--- config.mk ---
export PLATFORM = sky130hd
export DESIGN_NAME = ccd_readout_sampler
export DESIGN_NICKNAME = d
export VERILOG_FILES = /design/src/rtl/ccd_readout_sampler.sv
export SDC_FILE = /design/constraint.sdc
export NUM_CORES = 1
export LEC_CHECK = 0
export BUFFER_PORTS_ARGS = -buffer_cell sky130_fd_sc_hd__buf_2
export CELL_PAD_IN_SITES_DETAIL_PLACEMENT = 1
export CELL_PAD_IN_SITES_GLOBAL_PLACEMENT = 2
export CORE_MARGIN = 2
export CORE_UTILIZATION = 34
export DETAILED_ROUTE_END_ITERATION = 10
export GPL_TIMING_DRIVEN = 0
export PLACE_DENSITY = 0.82
export SYNTH_ARGS = -nofsm -noshare
export SYNTH_HDL_FRONTEND = slang
export SYNTH_SLANG_ARGS = --single-unit
--- constraint.sdc ---
create_clock -name clk -period 2.8 [get_ports clk]
set_input_delay 0 -clock clk [delete_from_list [all_inputs] [get_ports clk]]
set_output_delay 0 -clock clk [all_outputs]
set_load 0.05 [all_outputs]
--- src/rtl/ccd_readout_sampler.sv ---
// CCD receive-side CDS sampler: follows the phi_r/phi_l1/phi_p phases, drives the ADC for reset and
// signal levels, and hands (reset - signal) pixels tagged with row/column to the frame buffer.
module ccd_readout_sampler #(
    parameter int ADC_W  = 12,
    parameter int COLS   = 8,
    parameter int ROWS   = 8,
    parameter int SETTLE = 2,
    localparam int COL_W = $clog2(COLS),
    localparam int ROW_W = $clog2(ROWS)
) (
    input  logic             clk,
    input  logic             rst_n,
    input  logic             phi_p,
    input  logic             phi_l1,
    input  logic             phi_l2,
    input  logic             phi_r,
    output logic             adc_start,
    input  logic             adc_done,
    input  logic [ADC_W-1:0] adc_data,
    output logic [ADC_W-1:0] pix_data,
    output logic [COL_W-1:0] pix_col,
    output logic [ROW_W-1:0] pix_row,
    output logic             pix_valid,
    input  logic             pix_ready,
    output logic             line_end,
    output logic             ovf,
    output logic             seq_err,
    output logic [2:0]       dbg_state
);

    localparam logic [2:0] IDLE    = 3'd0;
    localparam logic [2:0] WAIT_RF = 3'd1;
    localparam logic [2:0] SET_R   = 3'd2;
    localparam logic [2:0] CONV_R  = 3'd3;
    localparam logic [2:0] WAIT_L1 = 3'd4;
    localparam logic [2:0] SET_S   = 3'd5;
    localparam logic [2:0] CONV_S  = 3'd6;

    localparam logic [3:0]       SETTLE_C = 4'(SETTLE);
    localparam logic [COL_W-1:0] COL_LAST = COL_W'(COLS - 1);
    localparam logic [ROW_W-1:0] ROW_LAST = ROW_W'(ROWS - 1);

    // Handshake: a pixel moves on any rising clk edge where pix_valid && pix_ready; while pix_valid is
    // high and pix_ready is low, pix_data/pix_col/pix_row/line_end hold their values.

    logic [2:0]       state_q, state_d;
    logic [3:0]       cnt_q, cnt_d;
    logic [ADC_W-1:0] rst_lvl_q, rst_lvl_d;
    logic [COL_W-1:0] col_q, col_d;
    logic [ROW_W-1:0] row_q, row_d;
    logic [ADC_W-1:0] pix_data_q, pix_data_d;
    logic [COL_W-1:0] pix_col_q, pix_col_d;
    logic [ROW_W-1:0] pix_row_q, pix_row_d;
    logic             pix_valid_q, pix_valid_d;
    logic             line_end_q, line_end_d;
    logic             ovf_q, ovf_d;
    logic             seq_err_q, seq_err_d;
    logic             phi_p_q, phi_l1_q, phi_l2_q, phi_r_q;

    logic             r_rise, r_fall, l1_rise, l2_rise, p_rise;
    logic [ADC_W:0]   diff;
    logic [ADC_W-1:0] cds;

    assign r_rise  = phi_r  & ~phi_r_q;
    assign r_fall  = ~phi_r & phi_r_q;
    assign l1_rise = phi_l1 & ~phi_l1_q;
    assign l2_rise = phi_l2 & ~phi_l2_q;
    assign p_rise  = phi_p  & ~phi_p_q;

    // One extra bit catches signal > reset so the result clamps to zero instead of wrapping.
    assign diff = {1'b0, rst_lvl_q} - {1'b0, adc_data};
    assign cds  = diff[ADC_W] ? '0 : diff[ADC_W-1:0];

    always_comb begin
        state_d     = state_q;
        cnt_d       = cnt_q;
        rst_lvl_d   = rst_lvl_q;
        col_d       = col_q;
        row_d       = row_q;
        pix_data_d  = pix_data_q;
        pix_col_d   = pix_col_q;
        pix_row_d   = pix_row_q;
        pix_valid_d = pix_valid_q;
        line_end_d  = line_end_q;
        ovf_d       = ovf_q;
        seq_err_d   = seq_err_q;

        if (pix_valid_q && pix_ready) begin
            pix_valid_d = 1'b0;
        end
        if (l2_rise && phi_l1) begin
            seq_err_d = 1'b1;
        end

        if (p_rise) begin
            col_d   = '0;
            row_d   = (row_q == ROW_LAST) ? '0 : row_q + 1'b1;
            state_d = IDLE;
        end else if (r_rise && (state_q != IDLE) && (state_q != WAIT_RF)) begin
            seq_err_d = 1'b1;
            state_d   = WAIT_RF;
        end else begin
            case (state_q)
                IDLE:    if (r_rise) state_d = WAIT_RF;
                WAIT_RF: if (r_fall) begin
                    state_d = SET_R;
                    cnt_d   = '0;
                end
                SET_R:   if (cnt_q == SETTLE_C) state_d = CONV_R;
                         else cnt_d = cnt_q + 4'd1;
                CONV_R:  if (l1_rise) begin
                    seq_err_d = 1'b1;
                    state_d   = IDLE;
                end else if (adc_done) begin
                    rst_lvl_d = adc_data;
                    state_d   = WAIT_L1;
                end
                WAIT_L1: if (l1_rise) begin
                    state_d = SET_S;
                    cnt_d   = '0;
                end
                SET_S:   if (cnt_q == SETTLE_C) state_d = CONV_S;
                         else cnt_d = cnt_q + 4'd1;
                CONV_S:  if (adc_done) begin
                    state_d = IDLE;
                    col_d   = (col_q == COL_LAST) ? '0 : col_q + 1'b1;
                    if (!pix_valid_q || pix_ready) begin
                        pix_valid_d = 1'b1;
                        pix_data_d  = cds;
                        pix_col_d   = col_q;
                        pix_row_d   = row_q;
                        line_end_d  = (col_q == COL_LAST);
                    end else begin
                        ovf_d = 1'b1;
                    end
                end
                default: state_d = IDLE;
            endcase
        end
    end

    always_ff @(posedge clk) begin
        if (!rst_n) begin
            state_q     <= IDLE;
            cnt_q       <= '0;
            rst_lvl_q   <= '0;
            col_q       <= '0;
            row_q       <= '0;
            pix_data_q  <= '0;
            pix_col_q   <= '0;
            pix_row_q   <= '0;
            pix_valid_q <= 1'b0;
            line_end_q  <= 1'b0;
            ovf_q       <= 1'b0;
            seq_err_q   <= 1'b0;
            phi_p_q     <= 1'b0;
            phi_l1_q    <= 1'b0;
            phi_l2_q    <= 1'b0;
            phi_r_q     <= 1'b0;
        end else begin
            state_q     <= state_d;
            cnt_q       <= cnt_d;
            rst_lvl_q   <= rst_lvl_d;
            col_q       <= col_d;
            row_q       <= row_d;
            pix_data_q  <= pix_data_d;
            pix_col_q   <= pix_col_d;
            pix_row_q   <= pix_row_d;
            pix_valid_q <= pix_valid_d;
            line_end_q  <= line_end_d;
            ovf_q       <= ovf_d;
            seq_err_q   <= seq_err_d;
            phi_p_q     <= phi_p;
            phi_l1_q    <= phi_l1;
            phi_l2_q    <= phi_l2;
            phi_r_q     <= phi_r;
        end
    end

    // Conversion request is decoded from registered state so it is a clean one-cycle pulse.
    assign adc_start = ((state_q == SET_R) || (state_q == SET_S)) && (cnt_q == SETTLE_C);
    assign pix_data  = pix_data_q;
    assign pix_col   = pix_col_q;
    assign pix_row   = pix_row_q;
    assign pix_valid = pix_valid_q;
    assign line_end  = line_end_q;
    assign ovf       = ovf_q;
    assign seq_err   = seq_err_q;
    assign dbg_state = state_q;

endmodule

==> impl_results.rst <==
.. list-table::
   :header-rows: 1

   * - Metric
     - Value
   * - CTS Buf Count
     - 5
   * - Initial cell density of the core
     - 0.355
   * - Layout Cells excl Fill
     - between 400 and 500
   * - Synth cell types
     - 51
   * - Mapped cell area
     - 2780 um2
   * - Post-detailed-placement cell area
     - 3130 um2
   * - Hold Path Cell Cnt
     - 3
   * - Initial antenna violation count
     - 0
   * - Synth Instances
     - 311
   * - Setup repair after global routing missed its margin
     - no
   * - Yosys reg bits
     - 51
   * - Final hold violations
     - 0
   * - Sink of the worst hold path
     - pix_valid
   * - Fillers
     - 971
   * - Routed wire length
     - a little under 7000 um
   * - Remaining global-route overflow
     - 0
   * - Static leakage
     - 1.50 nW
   * - Period minus WS final
     - 2380 ps
   * - Transition time at the pin with the least slew margin
     - 624 ps
   * - Remaining max-slew budget at the tightest pin
     - 0.584
   * - Most frequent standard cell in the layout excluding fill and tap cells
     - sky130_fd_sc_hd__dfxtp_1
   * - IO Port Bufs
     - 44
   * - Clock Latency Late Sink
     - 310 ps
   * - HP Start
     - pix_ready
   * - Routed vias
     - 2377
   * - Power Density
     - 414 nW/um2
   * - # Max-Cap Violations
     - 0
   * - IR Drop Worst-Case VDD
     - between 0.15 and 0.2 mV
   * - Ys flop type
     - sky130_fd_sc_hd__dfxtp_1
   * - CP arrival
     - ~2600 ps
   * - TritonCTS Sinks
     - between 50 and 60
   * - Fraction of post-synthesis cell area in the top cell type by area
     - 0.367
   * - Proportion of synthesized chip area in sequential cells
     - 0.367
   * - Startpoint of the lowest-slack register-to-register path
     - rst_lvl_q[0]
   * - Biggest area contributors in the synthesized netlist
     - sky130_fd_sc_hd__dfxtp_1 37%, sky130_fd_sc_hd__ha_1 8.1%, sky130_fd_sc_hd__mux2i_1 7.9%
   * - Slack of the worst reg-to-reg path
     - 420 ps
   * - CP startpoint kind
     - register
   * - Class of the most critical hold timing path
     - input port to register
   * - Core area
     - 7850 um2
   * - Nets
     - 417
   * - Data required time of the worst path
     - 3010 ps
   * - # rows
     - 32
   * - CTS tree
     - built
   * - Clock tree root buffer cell
     - sky130_fd_sc_hd__clkbuf_8
   * - Width of the die
     - 94.5 um
   * - End of the worst register-to-register path
     - pix_data[10]
   * - First-iteration detailed-routing DRC count
     - between 40 and 50
   * - Source of the critical timing path
     - rst_lvl_q[0]
   * - CP Class
     - register to register
   * - Post-Route Skew
     - roughly 11 ps
   * - Routability congestion estimate
     - about 0.76
   * - Number of iterations in the first detailed-routing pass
     - 4
   * - Pins over their slew limit
     - 0
   * - Global Route Usage Sum
     - 0.166
   * - Synth Net Count
     - 350
   * - Routed via count divided by cell count
     - between 4 and 5
   * - Vertical die dimension
     - 94.5 um
   * - Global-route wire length before repair
     - about 12000 um
   * - Async set-or-reset flop fraction in the synthesized netlist
     - 0
   * - Critical-path maximum fanout
     - 3
   * - Floorplan die area
     - between 8000 and 9000 um2
   * - Maximum number of pins on one net before global-route repair
     - 17
   * - Clock Pin Slew Worst Setup and Hold Paths
     - 100 ps
   * - Logic depth of the worst register-to-register path
     - 10
   * - Highest clock frequency the design can meet
     - 420 MHz
   * - Number of flops mapped to enable cells by yosys
     - 0
   * - DRC viols
     - 0
   * - Clock Tree Buf Depth
     - 2
   * - Number of global-route vias before repair
     - 2408
   * - Number of antenna diodes
     - 0
   * - Cell accounting for the most synthesized area
     - sky130_fd_sc_hd__dfxtp_1
   * - Layout overhead on the synthesized area
     - 22.3%
   * - Run status
     - complete, no violations
   * - Buffers inserted by post-CTS timing repair
     - 0
   * - H-tree level count
     - 2
   * - Warnings, synthesis
     - 0
   * - Detail Placement HPWL
     - 5240 um
   * - Fraction of layout instances using a drive strength above 1
     - 0.187
   * - Tcrit/Tclk final
     - 0.850
   * - Endpoint kind of the worst setup timing path
     - register
   * - Average wire per standard cell
     - 14.2 um
   * - Worst hold margin
     - 49.5 ps
   * - Final-report setup violation count
     - 0
   * - Commonest non-fill, non-tap cells in the layout
     - 51 x sky130_fd_sc_hd__dfxtp_1, 50 x sky130_fd_sc_hd__buf_2, 33 x sky130_fd_sc_hd__nor2b_1
   * - Final standard cell utilization of the core
     - 0.434
   * - Setup total negative slack
     - 0 ps
   * - Number of instances in the placed design
     - 457
   * - Syn_area_per_cell
     - 8.95 um2
   * - Post-detailed-route count of antenna-violating nets
     - 0
   * - Final non-filler cell area
     - 3400 um2
   * - Number of top-level pins
     - 46
## worst max path at each step
stage,endpoint,slack (ps),depth (start not counted)
global route,pix_data[10],230,10
floorplan,pix_data[10],710,10
detailed placement,pix_data[10],460,10
finish,pix_data[10],420,10
CTS,pix_data[10],430,10
global placement,pix_data[10],480,10
## layer usage
layer | part of all wire | global-route usage
met1 | 0.51 | 0.233
met2 | 0.45 | 0.266
met3 | 0.031 | 0.0263
met4 | 0.012 | 0.0435
met5 | 0 | 0
## cells in the mapped netlist, drive strengths merged (2+ instances only)
library cell and n:
dfxtp 51, nor3 6, buf 8, nand3b 3
and3 2, xnor2 2, a21oi 19, nor2b 33
ha 18, o21ai 13, nand2b 5, nand2 19
and2 6, xor2 4, nor3b 4, mux2i 22
inv 21, o21a 9, o22ai 2, a21boi 5
a211oi 4, a22oi 5, clkbuf 5, nand4 2
a21o 2, nand3 7, nor2 17, o31ai 3
## cell type report
cell class	instances	area [um2]	share of cell area
clock inverter	3	43.8	0.0129
buffer	13	63.8	0.0188
multi-input combinational	226	1620	0.476
sequential	51	1020	0.300
clock buffer	5	68.8	0.0202
tap	102	128	0.0375
inverter	21	78.8	0.0232
timing repair buffer	60	380	0.112
## state kept, by name, summed over array words and instances, names as in the netlist
| register | cells |
|---|---|
| phi_r_q | 1 |
| dbg_state | 3 |
| seq_err | 1 |
| ovf | 1 |
| cnt_q | 4 |
| pix_valid | 1 |
| line_end | 1 |
| row_q | 3 |
| phi_p_q | 1 |
| phi_l2_q | 1 |
| pix_col | 3 |
| pix_row | 3 |
| pix_data | 12 |
| rst_lvl_q | 12 |
| col_q | 3 |
| phi_l1_q | 1 |
## cell families (layout without fill, tap and decap cells)
group | Yosys count | in the layout | synth area share
AND/OR/NAND/NOR | 109 | 109 | 0.228
multiplexers | 22 | 22 | 0.0791
AO/OA/AOI/OAI | 70 | 70 | 0.168
adder cells (fa/ha/maj) | 19 | 19 | 0.0881
flip-flops | 51 | 51 | 0.367
buffers and inverters | 34 | 102 | 0.0513
XOR/XNOR | 6 | 6 | 0.0189
## through the flow
step | setup slack [ps] | total power [W]
finish | 421 | 0.00141
global route | 233 | 0.00148
CTS | 429 | 0.00144
detailed placement | 463 | 0.000880
global placement | 482 | 0.000878
floorplan | 714 | 0.000837
## critical path, stage by stage, from the launching register on
cell and delay (ps):
sky130_fd_sc_hd__dfxtp_1 330, sky130_fd_sc_hd__inv_1 50, sky130_fd_sc_hd__ha_1 170, sky130_fd_sc_hd__inv_1 60, sky130_fd_sc_hd__fa_1 440, sky130_fd_sc_hd__a211oi_2 250
sky130_fd_sc_hd__o211ai_1 270, sky130_fd_sc_hd__a31o_2 320, sky130_fd_sc_hd__a21oi_1 170, sky130_fd_sc_hd__xor2_1 160, sky130_fd_sc_hd__o21ai_1 70
## repair_timing
action	in CTS	in global routing
resized for setup	0	0
endpoints found under the hold margin	16	0
hold buffers	16	0
## report_power, final
group,switching (W),internal (W)
Combinational,0.0000778,0.0000658
Clock,0.000263,0.000267
Sequential,0.00000391,0.000732
Total,0.000345,0.00106
Power figures use the tool's default switching activity.
